[src/rtl/sk_pkg.sv]
// Shared game-logic definitions: FSM state encoding, sprite sizes and the
// packed {x, y} position layout used by the display controller.
package sk_pkg;

  localparam int POS_W       = 10;
  localparam int BLOCK_POS_W = 2 * POS_W;
  localparam int TILE_SIZE   = 32;

  localparam int SPRITE_PLAYER_W = 32;
  localparam int SPRITE_PLAYER_H = 32;
  localparam int SPRITE_BLADE_W  = 16;
  localparam int SPRITE_BLADE_H  = 16;

  localparam logic [1:0] STATE_INTACT       = 2'd0;
  localparam logic [1:0] STATE_BREAKING     = 2'd1;
  localparam logic [1:0] STATE_GONE         = 2'd2;
  localparam logic [1:0] STATE_RESPAWN_WAIT = 2'd3;

  typedef logic [POS_W-1:0] pos_t;

  function automatic logic [BLOCK_POS_W-1:0] packPos(input pos_t x, input pos_t y);
    return {x, y};
  endfunction

endpackage

[src/rtl/aabb_overlap.sv]
// Axis-aligned box overlap test between box A and box B.
// Edges that merely touch do not count as overlapping.
module aabb_overlap
  import sk_pkg::*;
#(
  parameter int A_W = 16,
  parameter int A_H = 16,
  parameter int B_W = 32,
  parameter int B_H = 32
) (
  input  logic [POS_W-1:0] aX,
  input  logic [POS_W-1:0] aY,
  input  logic [POS_W-1:0] bX,
  input  logic [POS_W-1:0] bY,
  output logic             overlap
);

  // One extra bit so that position + size never wraps.
  logic [POS_W:0] aXw, aYw, bXw, bYw;
  logic [POS_W:0] aXEnd, aYEnd, bXEnd, bYEnd;

  assign aXw   = {1'b0, aX};
  assign aYw   = {1'b0, aY};
  assign bXw   = {1'b0, bX};
  assign bYw   = {1'b0, bY};
  assign aXEnd = aXw + (POS_W+1)'(A_W);
  assign aYEnd = aYw + (POS_W+1)'(A_H);
  assign bXEnd = bXw + (POS_W+1)'(B_W);
  assign bYEnd = bYw + (POS_W+1)'(B_H);

  assign overlap = (aXw < bXEnd) && (bXw < aXEnd) &&
                   (aYw < bYEnd) && (bYw < aYEnd);

endmodule

[src/rtl/destroyable_block.sv]
// Breakable block: counts blade hits, flashes while breaking, hides, and
// respawns after a timeout once the player has left the block footprint.
module destroyable_block
  import sk_pkg::*;
#(
  parameter int BLOCK_X       = 300,
  parameter int BLOCK_Y       = 200,
  parameter int BLOCK_W       = TILE_SIZE,
  parameter int BLOCK_H       = TILE_SIZE,
  parameter int BLADE_W       = SPRITE_BLADE_W,
  parameter int BLADE_H       = SPRITE_BLADE_H,
  parameter int PLAYER_W      = SPRITE_PLAYER_W,
  parameter int PLAYER_H      = SPRITE_PLAYER_H,
  parameter int MAX_HP        = 3,
  parameter int BREAK_TICKS   = 30,
  parameter int RESPAWN_TICKS = 180,
  parameter int TIMER_W       = 8,
  parameter int FLASH_BIT     = 2
) (
  input  logic                   sim_clk,
  input  logic                   reset_n,
  input  logic                   blade_active,
  input  logic [POS_W-1:0]       blade_xPos,
  input  logic [POS_W-1:0]       blade_yPos,
  input  logic [POS_W-1:0]       player_xPos,
  input  logic [POS_W-1:0]       player_yPos,
  output logic [BLOCK_POS_W-1:0] blockPos,
  output logic                   blockVisible,
  output logic                   blockSolid,
  output logic                   hitPulse,
  output logic [2:0]             blockHp,
  output logic [1:0]             dbgState
);

  localparam logic [POS_W-1:0]   BLOCK_X_P  = POS_W'(BLOCK_X);
  localparam logic [POS_W-1:0]   BLOCK_Y_P  = POS_W'(BLOCK_Y);
  localparam logic [2:0]         HP_INIT    = 3'(MAX_HP);
  localparam logic [TIMER_W-1:0] BREAK_END  = TIMER_W'(BREAK_TICKS - 1);
  localparam logic [TIMER_W-1:0] RESPAWN_END = TIMER_W'(RESPAWN_TICKS - 1);
  localparam logic [TIMER_W-1:0] TIMER_ONE  = TIMER_W'(1);

  logic [1:0]         state, stateNext;
  logic [TIMER_W-1:0] timer, timerNext;
  logic [2:0]         hpNext;
  logic               pulseNext;
  logic               visibleNext, solidNext;
  logic               bladeHitsBox, playerOvl;
  logic               bladeOvl, bladeOvl_q, hitEvent;

  assign blockPos = packPos(BLOCK_X_P, BLOCK_Y_P);
  assign dbgState = state;

  aabb_overlap #(
    .A_W(BLADE_W), .A_H(BLADE_H), .B_W(BLOCK_W), .B_H(BLOCK_H)
  ) u_bladeOvl (
    .aX(blade_xPos), .aY(blade_yPos), .bX(BLOCK_X_P), .bY(BLOCK_Y_P),
    .overlap(bladeHitsBox)
  );

  aabb_overlap #(
    .A_W(PLAYER_W), .A_H(PLAYER_H), .B_W(BLOCK_W), .B_H(BLOCK_H)
  ) u_playerOvl (
    .aX(player_xPos), .aY(player_yPos), .bX(BLOCK_X_P), .bY(BLOCK_Y_P),
    .overlap(playerOvl)
  );

  // Rising edge of contact: a blade resting inside the block counts once.
  assign bladeOvl = blade_active & bladeHitsBox;
  assign hitEvent = bladeOvl & ~bladeOvl_q;

  always_comb begin
    stateNext = state;
    timerNext = timer;
    hpNext    = blockHp;
    pulseNext = 1'b0;
    case (state)
      STATE_INTACT: begin
        if (hitEvent) begin
          pulseNext = 1'b1;
          if (blockHp > 3'd1) begin
            hpNext = blockHp - 3'd1;
          end else begin
            hpNext    = 3'd0;
            timerNext = '0;
            stateNext = STATE_BREAKING;
          end
        end
      end
      STATE_BREAKING: begin
        if (timer == BREAK_END) begin
          timerNext = '0;
          stateNext = STATE_GONE;
        end else begin
          timerNext = timer + TIMER_ONE;
        end
      end
      STATE_GONE: begin
        if (timer == RESPAWN_END) begin
          timerNext = '0;
          stateNext = STATE_RESPAWN_WAIT;
        end else begin
          timerNext = timer + TIMER_ONE;
        end
      end
      default: begin
        if (!playerOvl) begin
          hpNext    = HP_INIT;
          stateNext = STATE_INTACT;
        end
      end
    endcase
  end

  // Outputs decode the next state so they change on the same edge as it.
  always_comb begin
    solidNext   = (stateNext == STATE_INTACT);
    visibleNext = (stateNext == STATE_INTACT) ||
                  ((stateNext == STATE_BREAKING) && timerNext[FLASH_BIT]);
  end

  always_ff @(posedge sim_clk or negedge reset_n) begin
    if (!reset_n) begin
      state        <= STATE_INTACT;
      timer        <= '0;
      blockHp      <= HP_INIT;
      bladeOvl_q   <= 1'b0;
      hitPulse     <= 1'b0;
      blockVisible <= 1'b1;
      blockSolid   <= 1'b1;
    end else begin
      state        <= stateNext;
      timer        <= timerNext;
      blockHp      <= hpNext;
      bladeOvl_q   <= bladeOvl;
      hitPulse     <= pulseNext;
      blockVisible <= visibleNext;
      blockSolid   <= solidNext;
    end
  end

endmodule
[config.mk]
export PLATFORM = sky130hd
export DESIGN_NAME = destroyable_block
export DESIGN_NICKNAME = d
export VERILOG_FILES = /design/src/rtl/sk_pkg.sv /design/src/rtl/aabb_overlap.sv /design/src/rtl/destroyable_block.sv
export SDC_FILE = /design/constraint.sdc
export NUM_CORES = 1
export LEC_CHECK = 0
export BUFFER_PORTS_ARGS = -buffer_cell sky130_fd_sc_hd__buf_4
export CORE_UTILIZATION = 44
export CTS_CLUSTER_SIZE = 40
export DETAILED_ROUTE_END_ITERATION = 7
export PLACE_DENSITY = 0.75
export SLEW_MARGIN = 20
export SYNTH_ARGS = -nofsm -noshare
export SYNTH_HDL_FRONTEND = slang
export SYNTH_SLANG_ARGS = --single-unit
[constraint.sdc]
create_clock -name sim_clk -period 4.3 [get_ports sim_clk]
set_clock_uncertainty 0.1 [all_clocks]
set_input_delay 0.645 -clock sim_clk [delete_from_list [all_inputs] [get_ports sim_clk]]
set_output_delay 0.645 -clock sim_clk [all_outputs]
set_load 0.005 [all_outputs]
After elaboration in Yosys (flattened, before gate mapping)

Index checks and enable logic that the tools add are counted.

Bits of input ports: 43
Output and inout bits: 28
Register bits after elaboration: 17
Word-level logic and storage cells: 66

Bitwise gates (word level): 4
$lt $le $gt $ge: 9
Multiplexer cells: 17
Equal/unequal tests: 8
Add/subtract/negate cells: 6
Reductions and logical operators: 14

Operators by type and width:

| operator                                                    | count |
|---|---|
| 2-to-1 mux 8 bit                                            | 4 |
| one-hot mux 8 bit (3 select lines)                          | 1 |
| adder 10 x 5 -> 11 bit, second input constant               | 2 |
| adder 10 x 6 -> 11 bit, second input constant               | 2 |
| less-than comparator 8 x 11 -> 1 bit, first input constant  | 2 |
| less-than comparator 9 x 11 -> 1 bit, first input constant  | 2 |
| less-than comparator 10 x 8 -> 1 bit, second input constant | 2 |
| less-than comparator 10 x 9 -> 1 bit, second input constant | 2 |
| 2-to-1 mux 2 bit                                            | 5 |
| 2-to-1 mux 3 bit                                            | 3 |
| adder 8 x 1 -> 8 bit, second input constant                 | 1 |
| equality test 8 x 5 -> 1 bit, second input constant         | 1 |
| equality test 8 bit, second input constant                  | 1 |
| logical AND 1 bit                                           | 7 |
| one-hot mux 2 bit (3 select lines)                          | 1 |
| one-hot mux 3 bit (2 select lines)                          | 1 |
| AND reduction 3 bit                                         | 2 |
| equality test 2 x 1 -> 1 bit, second input constant         | 2 |
| zero test 2 bit                                             | 2 |
| inequality test 2 bit, second input constant                | 2 |
| > comparator 3 x 1 -> 1 bit, second input constant          | 1 |
| nonzero test 3 bit                                          | 1 |
| subtractor 3 x 1 -> 3 bit, second input constant            | 1 |
| bitwise AND 1 bit                                           | 2 |
| 6 further kinds                                             | 8 |

Depth between registers and ports, before layout

Gate-level depths: netlist (run 1).

Depth in word-level cells: 12
Mapped depth: 9
Gate-level depth less buffers: 9

Hierarchy

A second synthesis (run 1) with hierarchy kept.

Cells, all modules: 423
Area total of the unflattened synthesis: 3427.0 um^2

By module, submodules not included:

| module                      | area each (um^2) | seq. area each (um^2) | cells each | times used |
|---|---|---|---|---|
| destroyable_block           | 1196.1           | 430.4                 | 135        | 1 |
| aabb_overlap at u_bladeOvl  | 1163.6           | 0.0                   | 151        | 1 |
| aabb_overlap at u_playerOvl | 1067.3           | 0.0                   | 137        | 1 |

Worst setup path after synthesis (run 1)

No wires, ideal clock.

Path kind: input-to-reg
Start: in blade_yPos[4]
End: reg timer[5]
Buffers on the path: 0
Setup slack: 1618 ps
Stages on the path: 8
Arrival time: 2487 ps
Library setup time: 95 ps
Cell sequence: ha_1 nand2b_1 o211ai_1 a311oi_1 or3_4 o31a_1 nand2b_4 o31ai_1

Word-level cells in the longest chain between the ends: 7
Elaborated cells on any way between the ends: 9

RTL lines:

| item                                                                           | line                                   | source |
|---|---|---|
| start, declared                                                                | destroyable_block.sv:24                | `input logic [POS_W-1:0] blade_yPos,` |
| adder 10 x 5 -> 11 bit or less-than comparator 10 x 8 -> 1 bit (tied branches) | aabb_overlap.sv:27, aabb_overlap.sv:32 |  |
| less-than comparator 8 x 11 -> 1 bit or logical AND 1 bit (tied branches)      | aabb_overlap.sv:32, aabb_overlap.sv:31 |  |
| logical AND 1 bit *                                                            | aabb_overlap.sv:32                     | `(aYw < bYEnd) && (bYw < aYEnd);` |
| bitwise AND 1 bit *                                                            | destroyable_block.sv:68                | `assign bladeOvl = blade_active & bladeHitsBox;` |
| bitwise AND 1 bit *                                                            | destroyable_block.sv:69                | `assign hitEvent = bladeOvl & ~bladeOvl_q;` |
| inequality test 2 bit (no source line) *                                       | -                                      |  |
| AND reduction 3 bit (no source line) *                                         | -                                      |  |
| end signal, assigned                                                           | destroyable_block.sv:132               | `timer <= timerNext;` |
| end, declared                                                                  | destroyable_block.sv:43                | `logic [TIMER_W-1:0] timer, timerNext;` |

Every way passes the cells marked *; elsewhere a longest branch is shown, timed or not.
A chain may end at the register's enable or synchronous reset.

Worst setup path in the final report (run 1)

Same ends and word-level chain as after synthesis.

==> summary.md, run 1 <==
| Metric | Value |
|---|---|
| Die height | `62.6 um` |
| Synth cell types | `51` |
| Nets | `296` |
| Register area | `430 um^2` |
| FILL cells | `347` |
| Outcome | `finished clean` |
| Fin cells | `284` |
| Crit Path Class | `in2reg` |
| Syn avg cell area | `8.54 um^2` |
| Die area | `0.00391 mm^2` |
| Yosys warnings | `0` |
| I/O pins | `71` |
| Worst EP required | `4.41 ns` |
| Part of the cycle the worst path needs | `0.621` |
| Worst reg2reg path depth | `7` |
| Top cells by area, synth | `dfrtp_1, ha_1, buf_4` |
| Dpl cells | `280` |
| Crit path arrival time | `2.78 ns` |
| CORE AREA | `0.00342 mm^2` |
| Slew @ Worst Pin | `0.501 ns` |
| Grt ovf | `0` |
| Post-Layout Inst Area | `0.00198 mm^2` |
| Max-slew violations | `0` |
| Post-synth EDFFs | `0` |
| Residual DRC | `0` |
| H-tree level count | `1` |
| Synth Cell Area | `0.00161 mm^2` |
| Final hold violations | `0` |
| Share of the synthesized area in the top cell type | `0.202` |
| Clock root buffer | `clkbuf_4` |
| Setup violators final | `0` |
| Initial Utilization | `0.473` |
| Worst setup SP type | `input pin` |
| Initial antenna violation count | `0` |
| Cell row count | `21` |
| Drt first pass iters | `4` |
| Number of port buffers | `50` |
| Vias in the first global route | `1,343` |
| CTS Buffer Depth | `2` |
| GRT Util Overall | `0.179` |
| RR Startpoint | `dbgState[0]$_DFF_PN0_` |
| Via density per instance | `5.25` |
| Most frequent cell after synthesis | `buf_4` |
| Ys async rst share | `1.00` |
| Setup TNS | `0 ns` |
| Main synth FF type | `dfrtp_1` |
| DR iter-0 viols | `31` |
| Largest net degree at the start of global routing | `18` |
| Vias | `1,492` |
| Routed len/inst | `11.6 um` |
| Synth cell count leaders | `buf_4, inv_1, ha_1, dfrtp_1, nand2_1` |
| Leakage power | `0.956 nW` |
| HP Class | `in2async` |
| First-pass GRT wire length | `5.74 mm` |
| RSZ-0062 raised after global routing | `no` |
| R2r setup slk | `2.07 ns` |
| Dpl hpwl | `2.69 mm` |
| Yosys top cell by area | `dfrtp_1` |
| Antenna cells | `0` |
| Post-synthesis register bit count | `17` |
| Layout cells sized above 1 | `0.286` |
| # Post-CTS Setup Buffers | `0` |
| CTS resizes | `0` |
| Clk sinks | `17` |
| Fin crit period | `2.67 ns` |
| Post-Syn Instances | `189` |
| Die X | `62.6 um` |
| Crit-path max FO | `9` |
| TritonCTS clock tree | `yes` |
| # hold bufs at CTS | `0` |
| Multi-input logic area | `0.00102 mm^2` |
| Clk_lat worst skew | `0.30 ns` |
| R2R Path End | `blockVisible$_DFF_PN1_` |
| Clock-pin slew on the worst setup and hold paths | `0.11 ns` |
| Total power per unit cell area | `405 mW/mm^2` |
| Routed Wire Length | `3.31 mm` |
| Final Util | `0.579` |
| FMAX | `0.374 GHz` |
| Detail Route Antenna Nets | `0` |
| CTS Buf Count | `3` |
| Relative slew slack | `0.664` |
| Routability Congestion | `0.786` |
| Layout area overhead | `22.6%` |
| Peak supply drop | `254 uV` |
| Register area share after synthesis | `0.267` |
| Max Cap Violations | `0` |
| Area post-placement | `0.00195 mm^2` |
| Crit end category | `register` |
[flip-flops by register name (all words and copies together), names as in the netlist]
name / cells
hitPulse: 1
dbgState: 2
timer: 8
blockSolid: 1
bladeOvl_q: 1
blockVisible: 1
blockHp: 3
[kinds of logic (layout without fill, tap and decap cells)]
logic type,after synthesis,after routing,share of synthesized area
AO/OA/AOI/OAI,53,53,0.238
XOR/XNOR,1,1,0.00543
adder cells (fa/ha/maj),14,14,0.109
buffers and inverters,41,72,0.143
flip-flops,17,17,0.267
multiplexers,3,3,0.0202
other,2,20,0.00465
AND/OR/NAND/NOR,58,58,0.214
[stage by stage]
stage	setup WS (ns)	hold slack [ns]	total power, mW
detailed placement	1.28	0.398	0.719
finish	1.63	0.0756	0.802
global route	1.50	0.0931	0.883
global placement	1.37	0.388	0.707
floorplan	1.62	0.249	0.591
CTS	1.63	0.0791	0.811
[where the power goes]
group / switching [mW] / total, mW / internal (mW)
logic: 0.234 / 0.450 / 0.216
registers: 0.0514 / 0.262 / 0.211
clock network: 0.0551 / 0.0898 / 0.0347
[worst max path at each step]
stage	startpoint	end	slack, ns	cells past startpoint
floorplan	blade_yPos[4]	timer[5]$_DFFE_PN0P_	1.62	8
global placement	blade_yPos[4]	timer[5]$_DFFE_PN0P_	1.37	9
detailed placement	blade_yPos[4]	timer[4]$_DFFE_PN0P_	1.28	9
CTS	blade_yPos[4]	timer[4]$_DFFE_PN0P_	1.63	9
global route	blade_yPos[4]	timer[5]$_DFFE_PN0P_	1.50	9
finish	blade_yPos[4]	timer[5]$_DFFE_PN0P_	1.63	9
[layout by cell type (no fill, tap or decap), types with 2 or more instances in the layout]
master    count
nand2_1      13
mux2_2        2
nand3_1       5
a21boi_0      2
dfstp_2       4
clkbuf_4      3
nor3_1        5
ha_1         14
dfrtp_1      13
inv_1        18
nor2_1        9
o31ai_1       7
and2_1        7
a21oi_1       5
nor4_1        2
conb_1       20
a311oi_1      3
o21a_1        3
a41oi_1       2
o31a_1        3
nand2b_1      2
o21ai_1       3
a31oi_1       4
nand4_1       3
buf_4        50
o21ai_0       9
o211ai_1      3
[metal layers]
metal	global-route usage	wire, um
met3	0.0328	282
met1	0.221	1400
met2	0.308	1580
met5	0	0
met4	0.0640	47
[critical path, stage by stage]
cell	delay [ns]
buf_4	0.13
ha_1	0.25
nand4bb_1	0.21
o211ai_1	0.10
a311oi_1	0.17
or3_4	0.44
o31a_1	0.39
nand2b_4	0.20
o31ai_1	0.23
[cell type report]
type	count	area share
multi-input cells	149	0.516
clock buffers	3	0.0114
clock inverters	1	0.00253
inverters	18	0.0341
repair buffers	50	0.190
flip-flops and latches	17	0.217
well taps	46	0.0291
Power figures use the tool's default switching activity.
==> run 2, diff against run 1 <==
--- a/config.mk
+++ b/config.mk
@@ -5,11 +5,12 @@
 export SDC_FILE = /design/constraint.sdc
 export NUM_CORES = 1
 export LEC_CHECK = 0
+export ABC_AREA = 1
 export BUFFER_PORTS_ARGS = -buffer_cell sky130_fd_sc_hd__buf_4
 export CORE_UTILIZATION = 44
 export CTS_CLUSTER_SIZE = 40
 export DETAILED_ROUTE_END_ITERATION = 7
-export PLACE_DENSITY = 0.75
+export PLACE_DENSITY = 0.76
 export SLEW_MARGIN = 20
 export SYNTH_ARGS = -nofsm -noshare
 export SYNTH_HDL_FRONTEND = slang
==> constraint.sdc (replaced) <==
create_clock -name sim_clk -period 2.18 [get_ports sim_clk]
set_clock_uncertainty 0.1 [all_clocks]
set_input_delay 0.327 -clock sim_clk [delete_from_list [all_inputs] [get_ports sim_clk]]
set_output_delay 0.327 -clock sim_clk [all_outputs]
set_load 0.005 [all_outputs]
==> summary.md, run 2 <==
| Metric | Value |
|---|---|
| FMAX | `0.529 GHz` |
| Crit-path max FO | `9` |
| Hold path depth | `5` |
| Fin cells | `372` |
| Routability Congestion | `0.837` |
| Synth cell types | `31` |
| Crit path arrival time | `1.94 ns` |
| Critical path depth | `9` |
| Share of the synthesized area in the top cell type | `0.181` |
| H-tree level count | `1` |
| Post-synthesis register bit count | `17` |
| Post-synth EDFFs | `0` |
| RSZ-0062 raised after global routing | `no` |
| Main synth FF type | `dfrtp_1` |
| Top cells by area, synth | `dfrtp_1, nand2_1, ha_1` |
| Part of the power in registers | `0.339` |
| CTS Buffer Depth | `2` |
| Antenna cells | `0` |
| Post-Syn Instances | `271` |
| # Post-CTS Setup Buffers | `0` |
| Vias | `1,735` |
| Gate power share | `0.505` |
| CORE AREA | `0.00380 mm^2` |
| Residual DRC | `0` |
| Yosys warnings | `0` |
| Initial Utilization | `0.474` |
| Die X | `66.0 um` |
| HP Start | `blade_yPos[9]` |
| Outcome | `finished clean` |
| TritonCTS clock tree | `yes` |
| Final worst slack | `0.288 ns` |
| RR Startpoint | `blockHp[0]$_DFFE_PN1P_` |
| Max stage delay on crit path | `0.56 ns` |
| Final hold violations | `0` |
| DR iter-0 viols | `78` |
| Largest family of logic cells by synthesized area | `simple AND/OR/NAND/NOR gates` |
| Dpl hpwl | `2.94 mm` |
| Internal power | `0.894 mW` |
| I/O pins | `71` |
| Syn avg cell area | `6.64 um^2` |
| Worst EP required | `2.23 ns` |
| Number of port buffers | `50` |
| Nets | `382` |
| CTS Buf Count | `3` |
| Register area share after synthesis | `0.239` |
| Post-synthesis mux area share | `0` |
| HP Class | `in2reg` |
| Switching Fraction | `0.423` |
| Layout cells sized above 1 | `0.238` |
| Worst reg2reg path depth | `9` |
| Worst-path cell chain | `ha_1 > a21oi_1 > nor2_1 > nand4_2 > nand2_2 > nand2_4 > inv_6 > o21ai_2 > and2_1` |
| GRT Util Overall | `0.175` |
| Die height | `66.0 um` |
| Synth Cell Area | `0.00180 mm^2` |
| Clock-pin slew on the worst setup and hold paths | `0.07 ns` |
| Post-Synth Adder-Cell Area | `0.0973` |
| Crit path launch | `blockHp[0]$_DFFE_PN1P_` |
| Grt ovf | `0` |
| Register area | `430 um^2` |
| Max-slew violations | `0` |
| Routed Wire Length | `3.52 mm` |
| Synth cell count leaders | `nand2_1, inv_1, nor2_1, buf_4, nand3_1` |
| Net Sw Power | `0.655 mW` |
| Initial antenna violation count | `0` |
| Setup violators final | `0` |
| CTS resizes | `0` |
| Peak supply drop | `352 uV` |
| Setup TNS | `0 ns` |
| Synth Area in Compound Gates | `0.115` |
| Critical-path top delay cell | `dfstp_2` |
| Drt first pass iters | `5` |
| Max reg flops | `8` |
| Detail Route Antenna Nets | `0` |
| Routed len/inst | `9.46 um` |
| Yosys top cell by area | `dfrtp_1` |
| Dpl ws | `0.181 ns` |
| Largest net degree at the start of global routing | `18` |
| Total power per unit cell area | `701 mW/mm^2` |
| Part of the cycle the worst path needs | `0.868` |
| Simple-Gate Fraction of Synth Area | `0.336` |
| Ys async rst share | `1.00` |
| Dpl cells | `367` |
| Most frequent cells in the layout | `nand2_1, buf_4, inv_1` |
| Clk_lat worst skew | `0.25 ns` |
| Cell row count | `22` |
| Layout area overhead | `22.7%` |
| Most common cell after layout, fill and taps aside | `nand2_1` |
| Clock root buffer | `clkbuf_8` |
| Fin crit period | `1.89 ns` |
| Most frequent cell after synthesis | `nand2_1` |
| Max Cap Violations | `0` |
| Crit Path Class | `reg2reg` |
| Synth Area in XOR/XNOR | `0.0243` |
| Total power | `1.55 mW` |
| Multi-input logic area | `0.00111 mm^2` |
| Clock power frac | `0.156` |
| Final-layout worst hold slack | `0.355 ns` |
| Biggest register | `timer` |
| Leakage power | `1.22 nW` |
| Buf/Inv on CP | `1` |
| First-pass GRT wire length | `6.07 mm` |
| Crit end category | `register` |
| Clk sinks | `17` |
| Crit-path leading delay family | `simple AND/OR/NAND/NOR gates` |
| Die area | `0.00435 mm^2` |
| Via density per instance | `4.66` |
| Vias in the first global route | `1,536` |
| FILL cells | `383` |
| Worst setup SP type | `register` |
==> run 2: cell families after synthesis <==
logic type / Yosys count
flip-flops: 17
AND/OR/NAND/NOR: 131
XOR/XNOR: 5
other: 2
buffers and inverters: 67
AO/OA/AOI/OAI: 35
adder cells (fa/ha/maj): 14
==> run 2: tightest hold or removal path, cell delays in order <==
cell,delay [ns]
buf_4,0.08
inv_1,0.04
nand2_1,0.07
nor2_2,0.05
nor2_4,0.10
==> run 2: cell type report <==
type,count,share of cell area
Tap cell,48,0.0272
Sequential cell,17,0.195
Multi-Input combinational cell,205,0.501
Inverter,47,0.0822
Clock buffer,4,0.0204
Timing Repair Buffer,51,0.175
==> run 2: path summary, 6_finish.rpt <==
path | end | slack, ns
worst max-delay path | timer[5]$_DFFE_PN0P_ | 0.29
worst min-delay path | bladeOvl_q$_DFF_PN0_ | 0.36
worst max register to register | timer[5]$_DFFE_PN0P_ | 0.29
worst min register to register | hitPulse$_DFF_PN0_ | 0.45
max in group asynchronous | blockVisible$_DFF_PN1_ | 1.36
min in group asynchronous | hitPulse$_DFF_PN0_ | 0.37
==> run 2: repair_timing <==
item	4_1_cts	5_1_grt
endpoints found under the hold margin	13	0
setup endpoints to repair	0	0
hold buffers	1	0
==> run 2: per-stage QoR <==
stage / util / instance area [um^2]
floorplan: - / 1870
global route: 0.581 / 2210
global placement: 0.567 / 2150
finish: 0.581 / 2210
detailed placement: 0.567 / 2150
CTS: 0.581 / 2210
==> run 2: metal layers <==
| layer | track usage | vias to the layer above | share of wire |
|---|---|---|---|
| li1 | - | 918 | - |
| met1 | 0.210 | 757 | 0.45 |
| met2 | 0.323 | 58 | 0.48 |
| met3 | 0.0397 | 2 | 0.064 |
| met4 | 0.0239 | 0 | 0.0048 |
| met5 | 0 | - | 0 |
==> run 2: power groups by stage <==
stage	sequential, mW	clock, mW	combinational [mW]
2_1_floorplan	0.508	0	0.566
6_report	0.525	0.241	0.783
5_1_grt	0.537	0.258	0.894
3_3_place_gp	0.527	0	0.762
4_1_cts	0.526	0.242	0.789
3_5_place_dp	0.528	0	0.784
